File: config.mk
export PLATFORM = sky130hd
export DESIGN_NAME = dma_hdr_walker
export DESIGN_NICKNAME = d
export VERILOG_FILES = /design/src/rtl/dma_hdr_walker.sv
export SDC_FILE = /design/constraint.sdc
export NUM_CORES = 1
export LEC_CHECK = 0
export BUFFER_PORTS_ARGS = -buffer_cell sky130_fd_sc_hd__buf_2
export CAP_MARGIN = 20
export CORE_UTILIZATION = 50
export DETAILED_ROUTE_END_ITERATION = 10
export PLACE_DENSITY = 0.84
export SYNTH_ARGS = -nofsm -noshare
export SYNTH_HDL_FRONTEND = slang
export SYNTH_SLANG_ARGS = --single-unit
File: constraint.sdc
create_clock -name sysclk -period 4.14 [get_ports sysclk]
set_clock_uncertainty 0.2 [all_clocks]
set_input_delay 0.828 -clock sysclk [delete_from_list [all_inputs] [get_ports sysclk]]
set_output_delay 0.828 -clock sysclk [all_outputs]
set_load 0.02 [all_outputs]
File: src/rtl/dma_hdr_walker.sv
// dma_hdr_walker: walks the DLL/DL header lists and hands out object descriptors one at a time.
module dma_hdr_walker (
  input  logic        sysclk,
  input  logic        reset,
  input  logic        zp_dma_start,
  input  logic        dp_dma_start,
  input  logic        dp_dma_kill,
  input  logic        last_line,
  input  logic [15:0] dpp,
  output logic        zp_dma_done,
  output logic        dp_dma_done,
  output logic        dp_dma_done_dli,
  output logic        mem_rd,
  output logic [15:0] mem_addr,
  input  logic        mem_ack,
  input  logic [7:0]  mem_rdata,
  output logic        obj_valid,
  input  logic        obj_ready,
  output logic [15:0] obj_gfx_addr,
  output logic [2:0]  obj_palette,
  output logic [4:0]  obj_width,
  output logic [7:0]  obj_hpos,
  output logic        obj_wmode,
  output logic        obj_ind
);
  typedef enum logic [2:0] {IDLE, ZP_RD, HDR_RD, OBJ_OUT, DLL_RD, DONE} state_t;
  state_t state, state_nx;
  logic [15:0] dll_ptr, dl_ptr, walk_ptr;
  logic [3:0]  offset;
  logic        dli, dll_pending, ign, five, zp_fin, done_dli, rep_dli, pre;
  logic [2:0]  cnt;
  logic [4:0]  e0;
  logic [7:0]  e1;
  logic [7:0]  hb [5];
  logic        ack, kill, hdr_end, hdr_last, fetch_last, line_fetch;
  assign mem_rd     = (state == ZP_RD || state == HDR_RD || state == DLL_RD) && !ign;
  assign mem_addr   = !mem_rd ? 16'd0 : state == HDR_RD ? walk_ptr : dll_ptr;
  assign ack        = mem_ack && mem_rd;
  assign kill       = dp_dma_kill && (state == HDR_RD || state == OBJ_OUT);
  assign hdr_end    = state == HDR_RD && ack && cnt == 3'd1 && mem_rdata == 8'd0;
  assign hdr_last   = state == HDR_RD && ack && cnt == (five ? 3'd4 : 3'd3);
  assign fetch_last = (state == ZP_RD || state == DLL_RD) && ack && cnt == 3'd2;
  assign line_fetch = hdr_end && offset == 4'd0 && !last_line;
  assign obj_valid       = state == OBJ_OUT;
  assign zp_dma_done     = state == DONE && zp_fin;
  assign dp_dma_done     = state == DONE && !zp_fin;
  assign dp_dma_done_dli = dp_dma_done && done_dli;
  assign obj_gfx_addr = {hb[2] + {4'd0, offset}, hb[0]};
  assign obj_palette  = five ? hb[3][7:5] : hb[1][7:5];
  assign obj_width    = five ? hb[3][4:0] : hb[1][4:0];
  assign obj_hpos     = five ? hb[4] : hb[3];
  assign obj_wmode    = five && hb[1][7];
  assign obj_ind      = five && hb[1][5];
  always_ff @(posedge sysclk or posedge reset)
    if (reset) state <= IDLE;
    else state <= state_nx;
  always_comb begin
    state_nx = state;
    if (zp_dma_start) state_nx = ZP_RD;
    else if (kill) state_nx = DONE;
    else
      case (state)
        IDLE:    state_nx = dp_dma_start ? (dll_pending ? DLL_RD : HDR_RD) : IDLE;
        ZP_RD:   state_nx = fetch_last ? DONE : ZP_RD;
        DLL_RD:  state_nx = fetch_last ? (pre ? HDR_RD : DONE) : DLL_RD;
        HDR_RD:  state_nx = hdr_end ? (line_fetch ? DLL_RD : DONE) : hdr_last ? OBJ_OUT : HDR_RD;
        OBJ_OUT: state_nx = obj_ready ? HDR_RD : OBJ_OUT;
        default: state_nx = IDLE;
      endcase
  end
  always_ff @(posedge sysclk or posedge reset)
    if (reset) begin
      dll_ptr <= '0; dl_ptr <= '0; walk_ptr <= '0; offset <= '0; dli <= 1'b0;
      dll_pending <= 1'b0; ign <= 1'b0; five <= 1'b0; zp_fin <= 1'b0; done_dli <= 1'b0;
      rep_dli <= 1'b0; pre <= 1'b0; cnt <= '0; e0 <= '0; e1 <= '0;
      for (int i = 0; i < 5; i++) hb[i] <= '0;
    end else begin
      if (mem_ack) ign <= 1'b0;
      // an abandoned read may still be acked later; hold off new reads until it is
      if ((zp_dma_start || kill) && mem_rd && !mem_ack) ign <= 1'b1;
      if (zp_dma_start) begin
        dll_ptr <= dpp; cnt <= '0; dll_pending <= 1'b0; zp_fin <= 1'b1; rep_dli <= 1'b0; pre <= 1'b0;
      end else if (kill) begin
        if (offset != 4'd0) offset <= offset - 4'd1;
        else if (!last_line) dll_pending <= 1'b1;
        done_dli <= rep_dli && dli;
      end else
        case (state)
          IDLE:
            if (dp_dma_start) begin
              cnt <= '0; walk_ptr <= dl_ptr; pre <= dll_pending; zp_fin <= 1'b0;
            end
          ZP_RD, DLL_RD:
            if (ack) begin
              dll_ptr <= dll_ptr + 16'd1;
              cnt <= cnt + 3'd1;
              if (cnt == 3'd0) e0 <= {mem_rdata[7], mem_rdata[3:0]};
              if (cnt == 3'd1) e1 <= mem_rdata;
              if (cnt == 3'd2) begin
                cnt <= '0; dli <= e0[4]; offset <= e0[3:0]; done_dli <= e0[4];
                dl_ptr <= {e1, mem_rdata}; walk_ptr <= {e1, mem_rdata};
                if (pre) begin dll_pending <= 1'b0; pre <= 1'b0; rep_dli <= 1'b1; end
              end
            end
          HDR_RD:
            if (ack) begin
              walk_ptr <= walk_ptr + 16'd1;
              hb[cnt] <= mem_rdata;
              cnt <= cnt + 3'd1;
              if (cnt == 3'd1) five <= mem_rdata[4:0] == 5'd0;
              if (hdr_end) begin
                cnt <= '0;
                if (offset != 4'd0) offset <= offset - 4'd1;
                done_dli <= rep_dli && dli;
              end
            end
          OBJ_OUT: if (obj_ready) cnt <= '0;
          DONE:    rep_dli <= 1'b0;
          default: ;
        endcase
    end
endmodule

== Word-level counts from Yosys, hierarchy flattened ==
Cells that the tools add are included.

* Register bits: 119
* Bits of input ports: 32
* Output and inout port bits: 55
* Logic and storage cells: 197

* $add $sub $neg: 5
* $lt $le $gt $ge: 2
* Equality and inequality tests: 25
* Muxes and demuxes: 78
* Bitwise gates (word level): 3
* Reductions and logical operators: 63

{| class="wikitable"
|+ Operators with widths
! operator !! number
|-
| two-way mux 16 bit || 10
|-
| two-way mux 3 bit || 18
|-
| one-hot mux 16 bit (3 select lines) || 1
|-
| bitwise mux 40 bit || 1
|-
| != test 3 bit, second input constant || 11
|-
| adder 16 x 1 -> 16 bit, second input constant || 2
|-
| two-way mux 1 bit || 32
|-
| AND reduction 5 bit || 6
|-
| demux 8 bit (select 3 bit) || 1
|-
| two-way mux 4 bit || 6
|-
| nonzero test 3 bit || 8
|-
| logical AND 1 bit || 20
|-
| AND reduction 6 bit || 3
|-
| two-way mux 8 bit || 2
|-
| one-hot mux 3 bit (5 select lines) || 1
|-
| one-hot mux 3 bit (4 select lines) || 1
|-
| != test 2 bit, second input constant || 5
|-
| nonzero test 2 bit || 5
|-
| equality test 3 x 2 -> 1 bit, second input constant || 3
|-
| adder 8 x 4 -> 8 bit || 1
|-
| logical NOT 8 bit || 1
|-
| one-hot mux 4 bit (2 select lines) || 1
|-
| AND reduction 7 bit || 1
|-
| equality test 3 x 1 -> 1 bit, second input constant || 2
|-
| 21 further kinds || 34
|}

== Depth between registers and ports, before layout ==
Gate-level depths: netlist of the first run.

* Depth in word-level cells: 15
* Gate-level depth with buffers: 9

== Least setup slack after synthesis of the first run ==
Ideal clock, no wire load.

* Path kind: register to output
* Start: register state[0]
* End: output port dp_dma_done_dli
* Data arrival time: 2.086 ns
* Required time: 3.112 ns
* Path slack: 1.026 ns
* Cell stages (with the launch flop): 6
* Cells stage by stage: dfrtp_1 -> buf_2 -> clkbuf_1 -> inv_1 -> nor4_1 -> and2_1

* Longest elaborated chain between the ends: 3

{| class="wikitable"
|+ RTL lines
! what !! RTL line !! RTL
|-
| start, declared || 27 || <nowiki>state_t state, state_nx;</nowiki>
|-
| start signal, assigned || 56 || <nowiki>else state <= state_nx;</nowiki>
|-
| equality test 3 bit || 46 || <nowiki>assign dp_dma_done = state == DONE && !zp_fin;</nowiki>
|-
| logical AND 1 bit || 46 ||
|-
| named net dp_dma_done || 11 || <nowiki>output logic dp_dma_done,</nowiki>
|-
| logical AND 1 bit || 47 || <nowiki>assign dp_dma_done_dli = dp_dma_done && done_dli;</nowiki>
|-
| end, declared || 12 || <nowiki>output logic dp_dma_done_dli,</nowiki>
|}

The timed path passes the listed nets, and every way through them passes these cells.

== Worst setup path after layout of the first run ==
* Start: register state[2]
* End: output port mem_addr[3]

* Longest elaborated chain between the ends: 5
* Elaborated cells on any way between the ends: 8

{| class="wikitable"
|+ RTL lines
! what !! RTL line !! RTL
|-
| equality test 3 x 1 -> 1 bit or equality test 3 x 2 -> 1 bit (tied branches) || 36, 37 ||
|-
| logical OR 1 bit (2 in series) || 36 || <nowiki>assign mem_rd = (state == ZP_RD || state == HDR_RD || state == DLL_RD) && !ign;</nowiki>
|-
| logical AND 1 bit || 36 ||
|-
| two-way mux 16 bit * || 37 || <nowiki>assign mem_addr = !mem_rd ? 16'd0 : state == HDR_RD ? walk_ptr : dll_ptr;</nowiki>
|-
| end, declared || 14 || <nowiki>output logic [15:0] mem_addr,</nowiki>
|}

Every way passes the cells marked *; elsewhere a longest branch is shown, timed or not.

==> results of run 1 <==
==> layout make-up <==
type	count	area (um^2)	area share, %
inverter	21	82.6	1.05
clock inverter	8	128	1.62
clock buffer	21	440	5.60
tap	176	220	2.80
sequential	119	2980	37.9
timing repair buffer	95	510	6.49
multi-input combinational	490	3500	44.6
==> per-stage QoR <==
step | utilization, % | cell area (um^2)
2_1_floorplan | - | 6820
3_3_place_gp | 54.9 | 7290
3_5_place_dp | 54.9 | 7290
4_1_cts | 59.1 | 7860
5_1_grt | 59.1 | 7860
6_report | 59.1 | 7860
==> logic make-up (layout without fill, tap and decap cells) <==
kind of cell / Yosys count / in the layout / synth area share, %
AND/OR/NAND/NOR: 213 / 213 / 16.3
AO/OA/AOI/OAI: 153 / 153 / 14.3
flip-flops: 119 / 119 / 43.7
multiplexers: 87 / 87 / 15.2
buffers and inverters: 74 / 145 / 5.03
XOR/XNOR: 25 / 25 / 3.21
adder cells (fa/ha/maj): 12 / 12 / 2.31
==> state kept, by name (all words and copies together) (netlist names), 3 cells and up <==
signal,flops
cnt,3
walk_ptr,16
state,3
dl_ptr,16
e0,5
e1,8
obj_gfx_addr,8
hb,32
offset,4
dll_ptr,16
==> worst min path at each step <==
stage	slack [ns]	end	depth (start not counted)	startpoint
2_1_floorplan	0.27	zp_fin	1	zp_fin
3_3_place_gp	0.28	hb[5]	1	hb[5]
3_5_place_dp	0.29	hb[4]	1	hb[4]
4_1_cts	0.30	hb[4]	1	hb[4]
5_1_grt	0.31	hb[4]	1	hb[4]
6_report	0.30	hb[4]	1	hb[4]
==> layout by cell type, fill, tap and decap left out, types with 4 or more instances in the layout <==
cell type	n
or3_1	4
a21oi_1	33
nand4_1	10
mux2_4	16
dfrtp_1	119
o2bb2ai_1	4
o21a_1	4
nor2b_1	10
nand3_1	18
o41ai_1	4
a221oi_1	8
buf_4	8
inv_1	20
nor3_1	12
buf_2	86
ha_1	11
clkbuf_16	17
nor4_1	8
a31oi_1	6
o211ai_1	5
and2_1	4
mux2_2	70
nor2_1	25
and3_1	9
xnor2_1	15
or4_1	5
o21ai_0	53
xor2_1	10
clkbuf_1	4
nand2_1	81
nand3b_1	5
a22oi_1	4
nand2b_1	4
==> per-layer routing <==
layer | vias up | global-route usage, % | share of wire, %
li1 | 2585 | - | -
met1 | 2745 | 33.3 | 42
met2 | 270 | 40.6 | 48
met3 | 30 | 5.98 | 7.6
met4 | 0 | 9.26 | 1.9
met5 | - | 0 | 0
==> power by group <==
| group | internal [mW] | switching, mW |
|---|---|---|
| sequential | 1.43 | 0.296 |
| combinational | 0.390 | 0.450 |
| clock | 0.936 | 0.515 |
==> impl_metrics.env, run 1 <==
export IMPL_grt_pass1_wl_mm=28.1
export IMPL_crit_type="flip-flop to primary output"
export IMPL_port_buffers=86
export IMPL_synth_cell_area_um2=6820
export IMPL_max_freq_mhz=262
export IMPL_min_path_type="flip-flop to flip-flop"
export IMPL_r2r_start="state[2]"
export IMPL_finalWorstSetupSlack_ns=0.322
export IMPL_post_cts_setup_buffers=0
export IMPL_finalHoldViolCount=0
export IMPL_start_kind="flip-flop"
export IMPL_ys_flop_type="dfrtp_1"
export IMPL_ys_seq_area_share_pct=43.7
export IMPL_required_ns=3.11
export IMPL_drive_gt1_share_pct=29.2
export IMPL_rsz0062_at_grt="no"
export IMPL_grtUsageTotal_pct=25.3
export IMPL_drtIter0Drc=600
export IMPL_synth_seq_cells=119
export IMPL_drc=0
export IMPL_synth_most_common_cell="dfrtp_1"
export IMPL_syn2layout_area_growth_pct=15.3
export IMPL_grt_max_degree=60
export IMPL_h_tree_depth=4
export IMPL_p_total_mw=4.02
export IMPL_reg2reg_to="hb[27]"
export IMPL_cts_resized=0
export IMPL_cap_violations=0
export IMPL_rows=42
export IMPL_antenna_found_initial=0
export IMPL_die_w_um=119
export IMPL_cts_tree="built"
export IMPL_via_per_inst=6.05
export IMPL_setup_viol=0
export IMPL_path_depth=5
export IMPL_core_region_area_um2=13300
export IMPL_netlist_area_leader_share_pct=43.7
export IMPL_rrSetupSlack_ns=0.95
export IMPL_crit_family="flip-flops"
export IMPL_critPathCaptureType="primary output"
export IMPL_ios=87
export IMPL_async_reset_ff_share_pct=100
export IMPL_num_fill_cells=1076
export IMPL_ys_top_cells_by_area="dfrtp_1 44%, mux2_2 12%, nand2_1 4.5%"
export IMPL_cts_hold_buf=0
export IMPL_irDropWorstVdd_uv=369
export IMPL_grt_overflow=0
export IMPL_crit_chain="inv_1 > a21o_1 > or2_2 > a21oi_1 > buf_2"
export IMPL_period_minus_slack_ns=3.82
export IMPL_wl_mm=17.2
export IMPL_vias=5630
export IMPL_yosysWarnings=0
export IMPL_place_ws_ns=0.872
export IMPL_die_area_um2=14100
export IMPL_numClockSinks=119
export IMPL_whs_ns=0.301
export IMPL_firstDrtPassIters=6
export IMPL_ys_top_cells_by_count="119 x dfrtp_1, 81 x nand2_1, 70 x mux2_2"
export IMPL_grt_pass1_vias=5546
export IMPL_outcome="finished, final reports clean"
export IMPL_postRouteAntennaNets=0
export IMPL_synthesis_nets=727
export IMPL_maxSlewHeadroom_pct=41.4
export IMPL_wl_per_cell_um=18.5
export IMPL_crit_end="mem_addr[3]"
export IMPL_finalNonFillerCells=930
export IMPL_die_y_um=119
export IMPL_synth_top_cell_by_area="dfrtp_1"
export IMPL_hpwl_mm=11.6
export IMPL_gp_congestion=0.960
export IMPL_clk_pin_slew_worst_paths_ns=0.05
export IMPL_cpPeakStageDelay_ns=0.79
export IMPL_drv_slew=0
export IMPL_cts_buffers=17
export IMPL_dp_cells=901
export IMPL_root_buffer="clkbuf_16"
export IMPL_layout_nets=788
export IMPL_cp_slowest_cell="dfrtp_1"
export IMPL_p_leak_nw=3.67
export IMPL_crit_buf_inv=2
export IMPL_clockBufferDepth=2
export IMPL_start_util_pct=51.3
export IMPL_crit_fanout=22
export IMPL_insertion_delay_ns=0.41
export IMPL_critPathLaunch="state[2]"
export IMPL_fin_tns_setup_ns=0
export IMPL_netlist_cell_type_count=69
export IMPL_crit_arrival_ns=2.79
export IMPL_min_period_over_period_pct=92.2
export IMPL_power_density_nw_per_um2=511
export IMPL_num_antenna_cells=0
export IMPL_synth_edf_count=0
export IMPL_netlist_instances=683
export IMPL_worst_slew_pin_slew_ns=0.877
export IMPL_syn_avg_cell_area_um2=9.98
export IMPL_rr_worst_depth=5
No activity file was read; power rests on OpenSTA's default activity.
==> run 2, diff against run 1 <==
--- a/config.mk
+++ b/config.mk
@@ -10,6 +10,7 @@
 export CORE_UTILIZATION = 50
 export DETAILED_ROUTE_END_ITERATION = 10
 export PLACE_DENSITY = 0.84
+export RECOVER_POWER = 50
 export SYNTH_ARGS = -nofsm -noshare
 export SYNTH_HDL_FRONTEND = slang
 export SYNTH_SLANG_ARGS = --single-unit
==> impl_metrics.env, run 2 (synthesis results as in run 1) <==
export IMPL_rsz0062_at_grt="no"
export IMPL_post_cts_setup_buffers=0
export IMPL_finalNonFillerCells=930
export IMPL_layout_commonest_cell="dfrtp_1"
export IMPL_irDropWorstVdd_uv=368
export IMPL_cpPeakStageDelay_ns=0.77
export IMPL_outcome="finished, violations left"
export IMPL_power_density_nw_per_um2=513
export IMPL_period_minus_slack_ns=3.78
export IMPL_rr_worst_depth=5
export IMPL_dp_cells=901
export IMPL_root_buffer="clkbuf_16"
export IMPL_grt_use_met3_pct=5.98
export IMPL_clk_pin_slew_worst_paths_ns=0.05
export IMPL_insertion_delay_ns=0.41
export IMPL_numClockSinks=119
export IMPL_violations="max-capacitance violations, max-slew violations"
export IMPL_h_tree_depth=4
export IMPL_die_area_um2=14100
export IMPL_layout_nets=788
export IMPL_required_ns=3.11
export IMPL_drtIter0Drc=630
export IMPL_antenna_found_initial=0
export IMPL_grt_max_degree=60
export IMPL_whs_path_depth=1
export IMPL_r2r_start="state[2]"
export IMPL_cts_resized=0
export IMPL_grt_pass1_vias=5546
export IMPL_hpwl_mm=11.6
export IMPL_crit_buf_inv=2
export IMPL_finalWorstSetupSlack_ns=0.357
export IMPL_final_cell_mix="119 x dfrtp_1, 81 x nand2_1, 77 x buf_2"
export IMPL_core_region_area_um2=13300
export IMPL_crit_arrival_ns=2.75
export IMPL_maxSlewHeadroom_pct=-14.6
export IMPL_min_period_over_period_pct=91.4
export IMPL_cap_violations=1
export IMPL_crit_family="flip-flops"
export IMPL_start_kind="flip-flop"
export IMPL_reg2reg_to="hb[27]"
export IMPL_largest_reg_flops=32
export IMPL_worstHoldEndpoint="hb[7]"
export IMPL_fin_tns_setup_ns=0
export IMPL_min_path_type="flip-flop to flip-flop"
export IMPL_drv_slew=43
export IMPL_wl_mm=17.2
export IMPL_setup_viol=0
export IMPL_max_freq_mhz=264
export IMPL_drive_gt1_share_pct=27.7
export IMPL_postRouteAntennaNets=0
export IMPL_port_buffers=86
export IMPL_cts_tree="built"
export IMPL_crit_type="flip-flop to primary output"
export IMPL_cp_slowest_cell="dfrtp_1"
export IMPL_die_w_um=119
export IMPL_hp_start="hb[7]"
export IMPL_gp_congestion=0.960
export IMPL_finalHoldViolCount=0
export IMPL_die_y_um=119
export IMPL_syn2layout_area_growth_pct=14.8
export IMPL_critPathCaptureType="primary output"
export IMPL_cts_buffers=17
export IMPL_rows=42
export IMPL_num_antenna_cells=0
export IMPL_grt_met1_usage_pct=33.3
export IMPL_grtUsageTotal_pct=25.3
export IMPL_crit_chain="inv_1 > a21o_1 > or2_2 > a21oi_1 > buf_2"
export IMPL_drc=0
export IMPL_ios=87
export IMPL_cts_hold_buf=0
export IMPL_firstDrtPassIters=8
export IMPL_grt_overflow=0
export IMPL_wl_per_cell_um=18.5
export IMPL_grt_pass1_wl_mm=28.1
export IMPL_place_ws_ns=0.872
export IMPL_use_met2_pct=40.6
export IMPL_vias=5625
export IMPL_crit_fanout=22
export IMPL_p_leak_nw=3.62
export IMPL_regMostFlops="hb"
export IMPL_clockBufferDepth=2
export IMPL_rrSetupSlack_ns=0.95
export IMPL_p_total_mw=4.01
export IMPL_top_usage_layer="met2"
export IMPL_start_util_pct=51.3
export IMPL_via_per_inst=6.05
export IMPL_worst_slew_pin_slew_ns=1.71
run 2: changes by cell type in the layout (fill, tap and decap cells not counted):
cell        before  now
clkinvlp_2       0    1
buf_12           1    0
clkbuf_2         0    1
clkbuf_1         4   15
buf_4            8    6
clkinvlp_4       3    2
buf_2           86   77
run 2: layout make-up:
cell class	instances	area, um^2
Clock buffer	21	440
Clock inverter	8	128
Fill cell	1084	5470
Inverter	21	80.1
Multi-Input combinational cell	490	3500
Sequential cell	119	2980
Tap cell	176	220
Timing Repair Buffer	95	477
run 2: how the worst max path moves through the flow:
stage,startpoint,end,depth (start not counted)
global route,state[2],mem_addr[8],5
global placement,state[2],mem_addr[13],5
floorplan,state[0],dp_dma_done_dli,5
finish,state[2],mem_addr[3],5
CTS,state[2],mem_addr[3],5
detailed placement,state[2],mem_addr[3],5
run 2: stage by stage:
stage	util [%]	hold WS [ns]	area (um^2)
4_1_cts	59.1	0.302	7860
3_3_place_gp	54.9	0.281	7290
5_1_grt	58.9	0.314	7830
6_report	58.9	0.300	7830
2_1_floorplan	-	0.266	6820
3_5_place_dp	54.9	0.290	7290
run 2: where the power goes:
group          internal [mW]  leakage, nW  switching (mW)  total, mW
registers               1.43         1.54           0.297       1.73
clock network          0.936        0.269           0.516       1.45
logic                  0.384         1.81           0.450      0.834
run 2: per-layer routing:
layer,part of all wire (%),vias to the layer above
li1,-,2582
met1,42,2734
met2,49,272
met3,7.3,37
met4,1.9,0
met5,0,-
